### src/rtl/pc_gen_pkg.sv
// pc_gen_pkg: shared state encoding and defaults for the fetch PC generator (package pc_pkg).
package pc_pkg;
  typedef enum logic {IDLE, RUN} state_e;
  localparam int          FETCH_STALL_IDX = 0;
  localparam int          DEF_INST_BYTES  = 4;
  localparam logic [31:0] DEF_RESET_VEC   = 32'h0000_0000;
  localparam logic        EN              = 1'b1;
  localparam logic        DIS             = 1'b0;
endpackage

### src/rtl/pc_gen_if.sv
// pc_gen_if: pipeline-side redirect/stall bus and fetch outputs of pc_gen.
interface pc_gen_if #(
  parameter int ADDR_W  = 32,
  parameter int STALL_W = 6
);
  logic [STALL_W-1:0] stall;
  logic               flush_i;
  logic [ADDR_W-1:0]  flush_addr_i;
  logic               branch_flag_i;
  logic [ADDR_W-1:0]  branch_target_addr_i;
  logic [ADDR_W-1:0]  pc;
  logic               ce;
  logic               pend_o;
  logic               misalign_o;
  modport master (
    output stall, flush_i, flush_addr_i, branch_flag_i, branch_target_addr_i,
    input  pc, ce, pend_o, misalign_o
  );
  modport slave (
    input  stall, flush_i, flush_addr_i, branch_flag_i, branch_target_addr_i,
    output pc, ce, pend_o, misalign_o
  );
endinterface

### src/rtl/pc_gen_redirect_buf.sv
// pc_redirect_buf: one-entry pending-redirect register; clear wins over capture.
module pc_redirect_buf #(
  parameter int ADDR_W = 32
) (
  input  logic              clk,
  input  logic              rst,
  input  logic              capture_i,
  input  logic              clear_i,
  input  logic [ADDR_W-1:0] addr_i,
  output logic              valid_o,
  output logic [ADDR_W-1:0] addr_o
);
  logic              valid_q;
  logic [ADDR_W-1:0] addr_q;
  always_ff @(posedge clk or negedge rst) begin
    if (!rst) begin
      valid_q <= 1'b0;
      addr_q  <= '0;
    end else if (clear_i) begin
      valid_q <= 1'b0;
    end else if (capture_i) begin
      valid_q <= 1'b1;
      addr_q  <= addr_i;
    end
  end
  assign valid_o = valid_q;
  assign addr_o  = addr_q;
endmodule

### src/rtl/pc_gen.sv
// pc_gen: fetch PC / chip-enable generator with flush, branch and buffered-redirect handling.
// Optional PC_ALIGN_CHECK_EN: clears misaligned redirect low bits and pulses misalign_o.
module pc_gen
  import pc_pkg::*;
#(
  parameter int              ADDR_W     = 32,
  parameter logic [ADDR_W-1:0] RESET_VEC = ADDR_W'(DEF_RESET_VEC),
  parameter int              INST_BYTES = DEF_INST_BYTES,
  parameter int              STALL_W    = 6
) (
  input logic      clk,
  input logic      rst,
  pc_gen_if.slave  bus
);
  state_e            state_q;
  logic [ADDR_W-1:0] pc_q, pc_d, fa, ba, pend_addr;
  logic              ce_q, run, stall0, cap, clr, pend;
  logic              unused_stall;
  assign unused_stall = ^bus.stall;
  assign run    = state_q == RUN;
  assign stall0 = bus.stall[FETCH_STALL_IDX];
  assign cap    = run & ~bus.flush_i & stall0 & bus.branch_flag_i;
  // any unstalled RUN cycle consumes or supersedes whatever is buffered
  assign clr    = run & (bus.flush_i | ~stall0);
`ifdef PC_ALIGN_CHECK_EN
  localparam logic [ADDR_W-1:0] MASK = ADDR_W'(INST_BYTES - 1);
  logic mis_q, mis_d;
  assign fa    = bus.flush_addr_i & ~MASK;
  assign ba    = bus.branch_target_addr_i & ~MASK;
  assign mis_d = run & (bus.flush_i ? |(bus.flush_addr_i & MASK)
                                    : bus.branch_flag_i & |(bus.branch_target_addr_i & MASK));
  always_ff @(posedge clk or negedge rst) begin
    if (!rst) mis_q <= 1'b0;
    else      mis_q <= mis_d;
  end
  assign bus.misalign_o = mis_q;
`else
  assign fa             = bus.flush_addr_i;
  assign ba             = bus.branch_target_addr_i;
  assign bus.misalign_o = 1'b0;
`endif
  always_comb begin
    pc_d = !run              ? pc_q :
           bus.flush_i       ? fa :
           stall0            ? pc_q :
           bus.branch_flag_i ? ba :
           pend              ? pend_addr :
                               pc_q + ADDR_W'(INST_BYTES);
  end
  always_ff @(posedge clk or negedge rst) begin
    if (!rst) begin
      state_q <= IDLE;
      pc_q    <= RESET_VEC;
      ce_q    <= 1'b0;
    end else begin
      pc_q <= pc_d;
      if (state_q == IDLE) begin
        state_q <= RUN;
        ce_q    <= 1'b1;
      end
    end
  end
  pc_redirect_buf #(.ADDR_W(ADDR_W)) u_buf (
    .clk       (clk),
    .rst       (rst),
    .capture_i (cap),
    .clear_i   (clr),
    .addr_i    (ba),
    .valid_o   (pend),
    .addr_o    (pend_addr)
  );
  assign bus.pc     = pc_q;
  assign bus.ce     = ce_q;
  assign bus.pend_o = pend;
endmodule
### src/flat_wrapper.sv
// flat-port wrapper written by rule: the top's interface ports become plain ports
module pc_gen_flat import pc_pkg::*;
#(
  parameter int              ADDR_W     = 32,
  parameter logic [ADDR_W-1:0] RESET_VEC = ADDR_W'(DEF_RESET_VEC),
  parameter int              INST_BYTES = DEF_INST_BYTES,
  parameter int              STALL_W    = 6
)
  (clk, rst, bus_stall, bus_flush_i, bus_flush_addr_i, bus_branch_flag_i, bus_branch_target_addr_i, bus_pc, bus_ce, bus_pend_o, bus_misalign_o);
  pc_gen_if #(.ADDR_W(ADDR_W), .STALL_W(STALL_W)) bus_i ();
  input logic clk;
  input logic rst;
  input wire logic [$bits(bus_i.stall)-1:0] bus_stall;
  input wire logic [$bits(bus_i.flush_i)-1:0] bus_flush_i;
  input wire logic [$bits(bus_i.flush_addr_i)-1:0] bus_flush_addr_i;
  input wire logic [$bits(bus_i.branch_flag_i)-1:0] bus_branch_flag_i;
  input wire logic [$bits(bus_i.branch_target_addr_i)-1:0] bus_branch_target_addr_i;
  output wire logic [$bits(bus_i.pc)-1:0] bus_pc;
  output wire logic [$bits(bus_i.ce)-1:0] bus_ce;
  output wire logic [$bits(bus_i.pend_o)-1:0] bus_pend_o;
  output wire logic [$bits(bus_i.misalign_o)-1:0] bus_misalign_o;
  assign bus_i.stall = bus_stall;
  assign bus_i.flush_i = bus_flush_i;
  assign bus_i.flush_addr_i = bus_flush_addr_i;
  assign bus_i.branch_flag_i = bus_branch_flag_i;
  assign bus_i.branch_target_addr_i = bus_branch_target_addr_i;
  assign bus_pc = bus_i.pc;
  assign bus_ce = bus_i.ce;
  assign bus_pend_o = bus_i.pend_o;
  assign bus_misalign_o = bus_i.misalign_o;
  pc_gen #(.ADDR_W(ADDR_W), .RESET_VEC(RESET_VEC), .INST_BYTES(INST_BYTES), .STALL_W(STALL_W)) u_core (.clk(clk), .rst(rst), .bus(bus_i));
endmodule
### config.mk
export PLATFORM = sky130hd
export DESIGN_NAME = pc_gen_flat
export DESIGN_NICKNAME = d
export VERILOG_FILES = /design/src/rtl/pc_gen_pkg.sv /design/src/rtl/pc_gen_if.sv /design/src/rtl/pc_gen_redirect_buf.sv /design/src/rtl/pc_gen.sv /design/src/flat_wrapper.sv
export SDC_FILE = /design/constraint.sdc
export NUM_CORES = 1
export LEC_CHECK = 0
export ABC_AREA = 1
export CORE_ASPECT_RATIO = 0.8
export CORE_MARGIN = 1.5
export CORE_UTILIZATION = 54
export CTS_CLUSTER_DIAMETER = 80
export CTS_CLUSTER_SIZE = 28
export DETAILED_ROUTE_END_ITERATION = 10
export GPL_ROUTABILITY_DRIVEN = 0
export PLACE_DENSITY_LB_ADDON = 0.2
export SLEW_MARGIN = 20
export SYNTH_ARGS = -nofsm -noshare
export SYNTH_HDL_FRONTEND = slang
export SYNTH_HIERARCHICAL = 1
export SYNTH_SLANG_ARGS = --single-unit
### constraint.sdc
create_clock -name clk -period 3.4 [get_ports clk]
set_input_delay 0.68 -clock clk [delete_from_list [all_inputs] [get_ports clk]]
set_output_delay 0.68 -clock clk [all_outputs]
set_load 0.02 [all_outputs]
==> metrics.cfg <==
[run_status]
status=finished, final reports clean

[floorplanning]
core-area_sq_mm=0.007567
rows=28
die-area_sq_mm=0.008514
ios=109
die_h_microns=82.83
fp.dieW_microns=102.8
start_util=0.5685

[cells_and_area]
final_common_cell=nand2_1
postLayoutCoreUtil=0.7356
layout_common_cells=nand2_1, clkdlybuf4s50_1, nor2_1, nand3_1, dfrtp_1
diodes=0
drive_above_1_share=0.06658
area_growth_pct=29.41
fin_nets=806

[routing]
drtAntennaViolNets=0
vias=4652
drt_iter0_markers=502
routed_wl_microns=12790
via_per_inst=5.532
dr.pass1.iters=5
wl_per_cell_microns=15.21
remaining_drc_errors=0

[setup_path]
r2r_end=u_core/bus.pc[8]
r2r_setup_slack_ns=1.39
r2r_start=u_core/u_buf/valid_o
crit_chain=clkdlybuf4s50_1, inv_1, nand2_1, inv_1, a21oi_1, a21boi_0, o21ai_0
r2r_cells=5
start_kind=input port
crit_family=buffers and inverters
cp_common_cell=inv_1
critPathRequiredTime_ns=3.67
cpPeakStageDelay_ns=0.75
critPathArrivalTime_ns=2.67
cp-end-kind=register
cp.buffers_inverters=3
crit_fanout=32
path_class=input port to register
cpMaxStageDelayCell=inv_1

[clocking]
ctsHoldBuffers=0
cts_htree_levels=3
cts_tree=done
clk_pin_slew_ns=0.08
cts_buffers=9
post_cts_resized=0
clock-sinks=67
root_buffer=clkbuf_8
clock_latency_ns=0.36
post_cts_buffers=0
clk_path_buf_depth=2

[yosys]
yosysSeqAreaShare=0.3898
synth_cell_type_count=32
synthesis.nets=718
netlist_instances=643
synth_seq_cells=67
yosysWarnings=6
syn_area_sq_mm=0.004302
avgSynthCellArea_sq_um=6.690

[timing]
period_share=0.7061
timing.fmax_mhz=416.5
finalSetupTns_ns=0
final-max-slew-violation-count=0
worst_slew_pin_slew_ns=1.043
fin_skew_ns=0.01116
maxSlewHeadroom=0.3036
hold_viol=0
setup_viol=0
rsz0062_at_grt=no
period_minus_slack_ns=2.401

[power]
peakVddDrop_mv=0.3098
power.density_mw_per_mm2=460.1
cellLeakagePower_uw=0.002618

[worst_hold_path]
hp-class=input port to asynchronous set/reset pin

[flow_run]
cap_violations=0

[placement]
port_buffers=102
place_hpwl_microns=9013

[grt]
grt_pass1_vias=4352
grt_overflow=0
grt.total_usage=0.3155
grt_max_degree=51
antenna_found_initial=0
grt_first_pass_wirelength_microns=20970

==> where the power goes <==
group          total [uW]  switching [uW]  internal (uW)
registers            1070             131            935
logic                 683             382            301
clock network         812             324            488
total                2560             837           1720
==> final cells by class <==
cell class	count	area, sq um
clock inverter	6	113.9
tap	105	131.4
timing repair buffer	110	1076
sequential	67	1677
multi-input combinational	509	2313
fill	615	2001
clock buffer	10	127.6
inverter	34	127.6
==> logic make-up (layout without fill, tap and decap cells) <==
logic type                 Yosys count  in the layout  synth area share
AOI/OAI and AO/OA                   65             65           0.09773
and+or+nand+nor                    438            438            0.4282
DFF                                 67             67            0.3898
adders and majority gates            1              1          0.002908
buffers and inverters               67            160           0.07359
other                                2              2          0.001746
xor gates and xnor gates             3              3          0.006109
==> registers in the layout, indices dropped and copies added, names as in the netlist <==
signal                flops
u_core/bus.pc            32
u_core/u_buf/addr_o      32
u_core/bus.ce             1
u_core/run                1
u_core/u_buf/valid_o      1
==> through the flow <==
stage / std cells / hold WS [ns] / power (uW) / setup slack, ns / instance area, sq um
2_1_floorplan: 643 / 0.3844 / 1432 / 1.593 / 4302
6_report: 841 / 0.2903 / 2561 / 0.9993 / 5567
5_1_grt: 841 / 0.3451 / 2687 / 0.8591 / 5567
3_5_place_dp: 825 / 0.4533 / 1753 / 0.6935 / 5325
4_1_cts: 841 / 0.3183 / 2557 / 1.058 / 5567
3_3_place_gp: 825 / 0.4538 / 1723 / 0.7251 / 5325
==> synthesized netlist by cell type <==
cell	n	area share
nor2_2	8	0.012
o21ai_0	17	0.020
nand2_4	3	0.0079
a221oi_1	18	0.037
inv_2	3	0.0026
xnor2_1	1	0.0020
inv_1	31	0.027
dfrtp_1	67	0.39
ha_1	1	0.0029
o211ai_1	6	0.010
or2_1	3	0.0044
a31oi_1	1	0.0015
nor3_1	1	0.0012
o22ai_1	1	0.0015
conb_1	2	0.0017
nand2_2	4	0.0058
nor2_1	82	0.072
a21oi_1	15	0.017
nor2_4	5	0.013
or2_2	1	0.0015
clkbuf_1	9	0.0079
nand3_1	69	0.080
buf_6	4	0.010
nand2_1	259	0.23
nand3b_1	2	0.0035
o21ai_1	3	0.0035
buf_2	16	0.019
xor2_1	2	0.0041
o21bai_1	3	0.0052
and2_1	1	0.0015
buf_4	4	0.0070
a21boi_0	1	0.0017
==> how the worst max path moves through the flow <==
stage | startpoint | to | slack (ns) | cells after the start
after CTS | bus_flush_i | u_core/u_buf/addr_o[29] | 1.06 | 9
final | bus_branch_flag_i | u_core/bus.pc[8] | 1.0 | 7
after global placement | bus_branch_flag_i | u_core/bus.pc[8] | 0.73 | 7
after floorplan | bus_flush_i | u_core/u_buf/addr_o[0] | 1.59 | 11
after global routing | bus_branch_flag_i | u_core/bus.pc[26] | 0.86 | 8
after detailed placement | bus_flush_i | u_core/u_buf/addr_o[2] | 0.69 | 9
==> per-layer routing <==
layer / vias to the layer above / global-route usage / routed length, microns
li1: 2235 / - / -
met1: 2146 / 0.4539 / 5469
met2: 246 / 0.4943 / 5889
met3: 25 / 0.06145 / 1237
met4: 0 / 0.07002 / 196
met5: - / 0 / 0
No activity file was read; power rests on OpenSTA's default activity.
